[src/rtl/imem_loader.sv]
// imem_loader: streams a program byte-by-byte into an instruction RAM.
//
// The loader assembles four accepted bytes big-endian into one 32-bit word
// and writes it to word index 0, 1, 2 ... until the requested number of
// words has been written. The CPU is held while the load runs.
//
// Ports
//   clk         rising-edge clock
//   rst         synchronous active-high reset
//   start       begin a new session (honoured only when idle or done)
//   word_count  words to load, latched on an accepted start (clamped to 1024)
//   byte_valid  byte_data carries a valid byte
//   byte_data   program byte stream
//   byte_ready  loader accepts a byte this cycle
//   ena, wena   instruction-RAM enable / write enable (one-cycle write pulse)
//   rena        instruction-RAM read enable (never used, tied low)
//   addr        instruction-RAM word index, 0..1023
//   data_in     word to write
//   busy        session in progress
//   done        session complete, held until the next accepted start or reset
//   cpu_stall   holds the CPU/PC, equal to busy
module imem_loader (
   input  logic        clk,
   input  logic        rst,
   input  logic        start,
   input  logic [10:0] word_count,
   input  logic        byte_valid,
   input  logic [7:0]  byte_data,
   output logic        byte_ready,
   output logic        ena,
   output logic        wena,
   output logic        rena,
   output logic [31:0] addr,
   output logic [31:0] data_in,
   output logic        busy,
   output logic        done,
   output logic        cpu_stall
);

   localparam logic [10:0] MaxWords = 11'd1024;

   typedef enum logic [1:0] {
      StIdle,
      StLoad,
      StWrite,
      StDone
   } state_e;

   state_e      state_q, state_d;
   logic [9:0]  word_cnt_q, word_cnt_d;
   logic [1:0]  byte_cnt_q, byte_cnt_d;
   logic [10:0] n_q, n_d;
   logic [31:0] word_q, word_d;

   logic [10:0] n_clamped;
   logic [10:0] words_written;
   logic        byte_fire;

   assign n_clamped     = (word_count > MaxWords) ? MaxWords : word_count;
   // Includes the word being written in the current WRITE cycle.
   assign words_written = {1'b0, word_cnt_q} + 11'd1;
   assign byte_fire     = byte_valid && (state_q == StLoad);

   always_ff @(posedge clk) begin
      if (rst) begin
         state_q    <= StIdle;
         word_cnt_q <= '0;
         byte_cnt_q <= '0;
         n_q        <= '0;
         word_q     <= '0;
      end else begin
         state_q    <= state_d;
         word_cnt_q <= word_cnt_d;
         byte_cnt_q <= byte_cnt_d;
         n_q        <= n_d;
         word_q     <= word_d;
      end
   end

   always_comb begin
      state_d    = state_q;
      word_cnt_d = word_cnt_q;
      byte_cnt_d = byte_cnt_q;
      n_d        = n_q;
      word_d     = word_q;

      unique case (state_q)
         StIdle, StDone: begin
            if (start) begin
               n_d        = n_clamped;
               word_cnt_d = '0;
               byte_cnt_d = '0;
               word_d     = '0;
               state_d    = (n_clamped == 11'd0) ? StDone : StLoad;
            end
         end
         StLoad: begin
            if (byte_fire) begin
               // Shifting in at the bottom leaves the first byte in [31:24].
               word_d     = {word_q[23:0], byte_data};
               byte_cnt_d = byte_cnt_q + 2'd1;
               if (byte_cnt_q == 2'd3) begin
                  state_d = StWrite;
               end
            end
         end
         StWrite: begin
            if (words_written == n_q) begin
               // Counter is left at the last index so it can never wrap past 1023.
               state_d = StDone;
            end else begin
               state_d    = StLoad;
               word_cnt_d = word_cnt_q + 10'd1;
               byte_cnt_d = '0;
            end
         end
         default: state_d = StIdle;
      endcase
   end

   always_comb begin
      byte_ready = (state_q == StLoad);
      ena        = (state_q == StWrite);
      wena       = (state_q == StWrite);
      rena       = 1'b0;
      addr       = {22'd0, word_cnt_q};
      data_in    = word_q;
      busy       = (state_q == StLoad) || (state_q == StWrite);
      done       = (state_q == StDone);
      cpu_stall  = busy;
   end

endmodule

[config.mk]
export PLATFORM = sky130hd
export DESIGN_NAME = imem_loader
export DESIGN_NICKNAME = d
export VERILOG_FILES = /design/src/rtl/imem_loader.sv
export SDC_FILE = /design/constraint.sdc
export NUM_CORES = 1
export LEC_CHECK = 0
export ABC_AREA = 1
export CAP_MARGIN = 10
export CORE_MARGIN = 8
export CORE_UTILIZATION = 42
export CTS_CLUSTER_DIAMETER = 150
export CTS_CLUSTER_SIZE = 20
export DETAILED_ROUTE_END_ITERATION = 8
export PLACE_DENSITY = 0.76
export SLEW_MARGIN = 20
export SYNTH_ARGS = -nofsm -noshare
export SYNTH_HDL_FRONTEND = slang
export SYNTH_SLANG_ARGS = --single-unit
[constraint.sdc]
create_clock -name clk -period 1.9 [get_ports clk]
set_input_delay 0.285 -clock clk [delete_from_list [all_inputs] [get_ports clk]]
set_output_delay 0.285 -clock clk [all_outputs]
set_load 0.01 [all_outputs]
==> results of run 1 <==
[cell type report]
cell class,count,area [um2]
clock inverters,7,77.6
flip-flops and latches,57,1160
fillers,577,2450
well taps,96,120
repair buffers,111,1020
clock buffers,9,124
inverters,34,128
multi-input cells,319,1710
[cell usage in the layout (no fill, tap or decap), types with 2 or more instances in the layout]
cell / Yosys / routed
inv_6: 0 / 2
or2_2: 2 / 2
conb_1: 1 / 23
nand3_2: 0 / 6
buf_6: 2 / 2
nor2_1: 18 / 14
nand3b_1: 2 / 2
dlygate4sd2_1: 0 / 3
dfxtp_4: 0 / 4
o21ai_0: 36 / 35
clkinvlp_4: 0 / 4
nor2_2: 5 / 3
dfxtp_2: 0 / 4
ha_4: 0 / 3
nand2_2: 1 / 19
clkbuf_8: 0 / 9
dfxtp_1: 57 / 49
nand3_4: 1 / 2
clkdlybuf4s50_1: 0 / 66
nand4_1: 4 / 4
buf_4: 25 / 38
nor2_4: 1 / 7
ha_1: 7 / 4
nand2_1: 119 / 100
inv_1: 32 / 29
a21oi_2: 1 / 5
nand3_1: 32 / 27
inv_2: 1 / 4
a21oi_1: 61 / 57
[worst reg2reg max path: cells and delay by family (launching register included)]
kind	cells	cell delay [ns]
xor gates and xnor gates	1	0.25
DFF	1	0.38
AOI/OAI and AO/OA	1	0.06
and+or+nand+nor	6	0.69
buffers and inverters	2	0.24
adders and majority gates	1	0.18
[registers in the layout, indices dropped and copies added, names as in the netlist]
| signal | flops |
|---|---|
| data_in | 32 |
| state_q | 2 |
| word_cnt_q | 10 |
| byte_cnt_q | 2 |
| n_q | 11 |
[synth_stat cells, types with 2 or more instances]
cell type	n	area, um2
dfxtp_1	57	1140
nand4_1	4	25.0
buf_4	25	188
a21oi_1	61	305
nor2_2	5	31.3
nor2_1	18	67.6
buf_6	2	22.5
xor2_1	2	17.5
nand3_1	32	160
nand2_1	119	447
ha_1	7	87.6
o21ai_0	36	180
or2_2	2	12.5
inv_1	32	120
clkbuf_1	16	60.1
nand3b_1	2	15.0
[logic make-up (layout without fill, tap and decap cells)]
logic type | count (synthesis) | in the layout
AND/OR/NAND/NOR | 187 | 189
buffers and inverters | 78 | 161
adder cells (fa/ha/maj) | 7 | 7
XOR/XNOR | 2 | 2
flip-flops | 57 | 57
other | 1 | 23
AO/OA/AOI/OAI | 98 | 98
[report_power, final]
| group | leakage (nW) | switching [W] | internal, W | total [W] |
|---|---|---|---|---|
| Sequential | 0.466 | 0.0000964 | 0.00132 | 0.00141 |
| Clock | 0.0885 | 0.000531 | 0.000613 | 0.00114 |
| Combinational | 1.10 | 0.00125 | 0.000835 | 0.00209 |
| Total | 1.65 | 0.00188 | 0.00277 | 0.00465 |
[stage by stage]
stage                     cell area (um2)  setup WS (ns)  power, W  hold slack (ns)  std cells
after floorplan                      3040         0.0116   0.00257            0.428        452
after global placement               3830        -0.0264   0.00330            0.452        605
after detailed placement             3830         -0.131   0.00333            0.466        605
after CTS                            4080         0.0150   0.00450            0.323        623
after global routing                 4340        -0.0996   0.00495            0.379        633
final                                4340        0.00691   0.00465            0.367        633
[what timing repair did]
item                       in CTS  in global routing
buffers inserted                0                 10
pin swaps                       1                 23
setup endpoints to repair      16                 48
gates resized for setup        12                 57
cloned                          2                  0
[how the worst max path moves through the flow]
stage	start	endpoint	cells after the start
after floorplan	word_cnt_q[0]$_SDFFE_PP0P_	word_cnt_q[0]$_SDFFE_PP0P_	13
after global placement	word_count[8]	n_q[5]$_SDFFE_PP0P_	7
after detailed placement	word_count[8]	n_q[6]$_SDFFE_PP0P_	7
after CTS	word_cnt_q[0]$_SDFFE_PP0P_	word_cnt_q[8]$_SDFFE_PP0P_	13
after global routing	word_cnt_q[1]$_SDFFE_PP0P_	word_cnt_q[8]$_SDFFE_PP0P_	11
final	word_cnt_q[1]$_SDFFE_PP0P_	word_cnt_q[9]$_SDFFE_PP0P_	11
[per-layer routing]
metal	GRT usage [%]	vias to the layer above	wire, um
li1	-	1557	-
met1	17.9	1463	3360
met2	30.0	100	4710
met3	6.99	12	850
met4	6.75	0	102
met5	0	-	0
==> flow_metrics.py, run 1 <==
metrics = {
    "run_status": {
        "status": "finished, final reports clean",
    },
    "synthesis": {
        "syn_avg_cell_area_um2": 6.88,
        "ys_types": 26,
        "async_flop_share_pct": 0,
        "ys_ff_latch": 57,
        "synthSimpleGateAreaFrac_pct": 27.4,
        "synthAdderAreaFrac_pct": 2.96,
        "seq_area_frac_synth_pct": 38.6,
        "syn_inst": 430,
        "synthXorXnorAreaFrac_pct": 0.592,
        "ys.flop_type": "dfxtp_1",
        "synth_mux_area_share_pct": 0,
        "synth-compound-area-share_pct": 16.7,
        "synth_area_um2": 2960,
        "ys_warn_count": 0,
        "synth_top_family_by_area": "simple AND/OR/NAND/NOR gates",
        "synth_edf_count": 0,
    },
    "worst_setup_path": {
        "crit_type": "reg -> reg",
        "critPathSlowestCell": "dfxtp_4",
        "cp.arrival_ns": 2.11,
        "startpoint_type": "flop",
        "required_ns": 2.12,
        "critical-path-max-stage-delay_ns": 0.38,
        "crit_chain": "ha_1, nand3_1, xor2_2, inv_1, nand2_1, nand2_1, nor2_4, buf_4, nand3_4, nand3_1, a21oi_2",
        "r2r_slack_ns": 0.007,
        "reg2reg_depth": 11,
        "path_max_fanout": 8,
        "critPathTopFamily": "simple AND/OR/NAND/NOR gates",
        "rr_endpoint": "word_cnt_q[9]$_SDFFE_PP0P_",
        "crit_buf_inv": 2,
        "end_kind": "flop",
        "regToRegStartpoint": "word_cnt_q[1]$_SDFFE_PP0P_",
    },
    "floorplanning": {
        "die_x_um": 99.9,
        "dieArea_um2": 9980,
        "fp.coreArea_um2": 6790,
        "std_cell_rows": 30,
        "start_util_pct": 43.5,
        "num_io_pins": 94,
        "dieHeight_um": 99.9,
    },
    "sta": {
        "period_minus_slack_ns": 1.89,
        "post-route-period-util_pct": 99.6,
        "setup_viol": 0,
        "fin_skew_ns": 0.0130,
        "rsz0062_at_grt": "yes",
        "final_max_slew_viol_count": 0,
        "hold_viol": 0,
        "setup_tns_ns": 0,
        "fmax_mhz": 528,
    },
    "worst_hold_path": {
        "min-delay-start": "rst",
        "whs_path_depth": 2,
        "min_path_type": "in -> reg",
        "min_delay_worst_endpoint": "word_cnt_q[9]$_SDFFE_PP0P_",
    },
    "layout": {
        "antennaDiodeCount": 0,
        "final_core_util_pct": 63.9,
        "area_delta_synth_final_pct": 46.7,
        "finish.net_count": 562,
        "drive_gt1_share_pct": 22.3,
    },
    "drt": {
        "routed_wl_mm": 9.03,
        "vias": 3132,
        "avgRoutedWirePerCell_um": 14.3,
        "ant_nets": 0,
        "drc": 0,
        "detail_route.vias_per_cell": 4.95,
        "drtIter0Drc": 166,
        "firstDrtPassIters": 6,
    },
    "cts": {
        "h-tree-depth": 3,
        "ctsHoldBuffers": 0,
        "clk_path_buf_depth": 2,
        "root_buffer": "clkbuf_8",
        "numCtsBuffers": 9,
        "path_clk_slew_ns": 0.07,
        "clk_latency_ns": 0.34,
        "clkSinkCount": 57,
        "cts_tree": "built",
    },
    "global_routing": {
        "grt_first_pass_wirelength_mm": 14.0,
        "grt.total_usage_pct": 17.2,
        "grt_overflow": 0,
        "grt_pass1_vias": 3017,
        "antenna_found_initial": 0,
        "grt_max_degree": 34,
    },
    "run": {
        "cap_violations": 0,
    },
    "power_and_ir_drop": {
        "p_per_area_nw_per_um2": 1070,
        "ir_worst_vdd_uv": 641,
        "p_leak_nw": 1.65,
    },
    "place": {
        "hpwl_mm": 6.26,
        "place.gp.congestion": 0.920,
        "numPortBuffers": 70,
    },
}
No activity file was read; power rests on OpenSTA's default activity.
==> inputs of run 2 (changes only) <==
Settings changed: CORE_UTILIZATION 42 to 40, PLACE_DENSITY 0.76 to 0.73, SETUP_SLACK_MARGIN set to 0.02.
==> run 2 against run 1 <==
  * Maximum frequency down 0.70%
  * Cell count rose by 0.16%
  * Critical path type unchanged
  * Wire length rose by 1.8%
  * Sequential power barely moved
  * Critical endpoint unchanged
  * Non-clock buffer count down 2
  * Clock-buffer cell count rose by 2
  * Global-route usage rose by 0.10 points
  * Clock power rose by 16%
  * Sequential cell count did not move
  * Setup slack got worse by 0.013 ns
  * First-iteration DRC count shrank 24%
  * Combinational power is 5% higher
  * Highest routed layer unchanged
  * The flow now finishes with violations (negative setup slack)
==> flow_metrics.py, run 2 (same netlist as run 1, synthesis figures left out) <==
metrics = {
    "run": {
        "cap_violations": 0,
    },
    "drt": {
        "vias": 3138,
        "detail_route.vias_per_cell": 4.95,
        "firstDrtPassIters": 4,
        "drtIter0Drc": 126,
        "ant_nets": 0,
        "drc": 0,
        "avgRoutedWirePerCell_um": 14.5,
        "routed_wl_mm": 9.19,
    },
    "floorplanning": {
        "die_x_um": 102,
        "dieHeight_um": 102,
        "std_cell_rows": 31,
        "dieArea_um2": 10400,
        "fp.coreArea_um2": 7210,
        "start_util_pct": 41.0,
        "num_io_pins": 94,
    },
    "worst_hold_path": {
        "whs_path_depth": 2,
        "min_delay_worst_endpoint": "word_cnt_q[2]$_SDFFE_PP0P_",
        "min-delay-start": "rst",
        "min_path_type": "in -> reg",
    },
    "layout": {
        "finish.net_count": 560,
        "multiInputGateArea_um2": 1720,
        "area_delta_synth_final_pct": 48.6,
        "final_core_util_pct": 60.9,
        "fillers": 681,
        "seq_area_um2": 1160,
        "final_cell_mix": "nand2_1, clkdlybuf4s50_1, a21oi_1",
        "drive_gt1_share_pct": 21.3,
        "largest_reg_flops": 32,
        "antennaDiodeCount": 0,
        "final_common_cell": "nand2_1",
    },
    "worst_setup_path": {
        "required_ns": 2.10,
        "end_kind": "flop",
        "regToRegStartpoint": "word_cnt_q[0]$_SDFFE_PP0P_",
        "crit_type": "reg -> reg",
        "critical-path-max-stage-delay_ns": 0.39,
        "critPathTopFamily": "simple AND/OR/NAND/NOR gates",
        "cp.arrival_ns": 2.11,
        "crit_buf_inv": 2,
        "r2r_slack_ns": -0.006,
        "reg2reg_depth": 13,
        "crit_chain": "ha_4, inv_1, nor2_4, nand2_1, nand2_1, nand2_1, nand2_1, nand2_2, nor2_4, buf_6, nand3_4, nand3_1, a21oi_2",
        "crit_path_frequent_cell": "nand2_1",
        "rr_endpoint": "word_cnt_q[9]$_SDFFE_PP0P_",
        "startpoint_type": "flop",
        "path_max_fanout": 8,
        "critPathSlowestCell": "dfxtp_4",
    },
    "power_and_ir_drop": {
        "clockPowerShare_pct": 26.7,
        "p_leak_nw": 1.72,
        "power.switching_w": 0.00192,
        "p_int_w": 0.00302,
        "seqPwrFrac_pct": 28.8,
        "power.total_w": 0.00493,
        "switching_share_pct": 38.9,
        "ir_worst_vdd_uv": 736,
        "p_comb_share_pct": 44.4,
        "p_per_area_nw_per_um2": 1120,
    },
    "global_routing": {
        "grt_overflow": 0,
        "antenna_found_initial": 0,
        "grt_max_degree": 35,
        "grt_first_pass_wirelength_mm": 14.4,
        "grt_pass1_vias": 3003,
        "grt.total_usage_pct": 17.3,
    },
    "sta": {
        "final_max_slew_viol_count": 0,
        "post-route-period-util_pct": 100,
        "hold_viol": 0,
        "setup_ws_ns": -0.00646,
        "rsz0062_at_grt": "yes",
        "whs_ns": 0.371,
        "period_minus_slack_ns": 1.91,
        "fin_skew_ns": 0.00814,
        "setup_tns_ns": -0.0113,
        "setup_viol": 2,
        "fmax_mhz": 525,
    },
    "cts": {
        "clkSinkCount": 57,
        "root_buffer": "clkbuf_8",
        "numCtsBuffers": 9,
        "ctsHoldBuffers": 0,
        "path_clk_slew_ns": 0.07,
        "clk_path_buf_depth": 2,
        "cts_tree": "built",
        "h-tree-depth": 3,
        "clk_latency_ns": 0.33,
    },
    "place": {
        "place.gp.congestion": 0.811,
        "hpwl_mm": 5.98,
        "numPortBuffers": 70,
        "dpl_worst_slack_ns": -0.134,
    },
    "run_status": {
        "status": "finished, violations left",
        "violations": "negative setup slack",
    },
}
-- run 2: cell count changes in the layout (fill, tap and decap cells not counted), moves of 3 or more --
cell,change
nand2_2,-8
clkdlybuf4s50_1,-3
buf_4,-4
nand2_1,+7
clkinvlp_4,-3
-- run 2: power by group through the flow --
stage	registers [W]	clock network, W	logic [W]
6_report	0.00142	0.00132	0.00219
5_1_grt	0.00144	0.00140	0.00241
4_1_cts	0.00141	0.00133	0.00195
3_5_place_dp	0.00143	0	0.00192
3_3_place_gp	0.00142	0	0.00189
2_1_floorplan	0.00145	0	0.00113
-- run 2: metrics by stage --
| stage | std cells | area, um2 |
|---|---|---|
| after floorplan | 452 | 3040 |
| after global placement | 606 | 3830 |
| after detailed placement | 606 | 3830 |
| after CTS | 626 | 4180 |
| after global routing | 634 | 4400 |
| final | 634 | 4400 |
-- run 2: timing repair --
item | CTS | global route
pin swaps | 13 | 18
buffers inserted | 2 | 7
endpoints found under the setup margin | 18 | 47
gates resized for setup | 29 | 39
cloned | 2 | 1
-- run 2: cell type report --
cell class	count	area share [%]
flip-flops and latches	57	26.3
well taps	99	2.82
clock buffers	11	3.44
inverters	34	2.90
multi-input cells	319	39.1
clock inverters	5	1.76
repair buffers	109	23.6
-- run 2: how the worst max path moves through the flow --
stage,slack (ns),startpoint,to,depth (start not counted)
6_report,-0.006,word_cnt_q[0]$_SDFFE_PP0P_,word_cnt_q[9]$_SDFFE_PP0P_,13
3_3_place_gp,-0.06,word_cnt_q[1]$_SDFFE_PP0P_,word_cnt_q[3]$_SDFFE_PP0P_,13
3_5_place_dp,-0.13,word_count[8],n_q[9]$_SDFFE_PP0P_,7
5_1_grt,-0.13,word_cnt_q[0]$_SDFFE_PP0P_,word_cnt_q[9]$_SDFFE_PP0P_,11
4_1_cts,0.01,state_q[0]$_SDFFE_PP0P_,word_cnt_q[9]$_SDFFE_PP0P_,12
2_1_floorplan,0.03,word_cnt_q[1]$_SDFFE_PP0P_,word_cnt_q[0]$_SDFFE_PP0P_,13
-- run 2: metal layers --
layer	global-route usage [%]	wire, um
met4	6.32	153
met2	28.8	4560
met5	0	0
met3	6.88	778
met1	19.4	3700
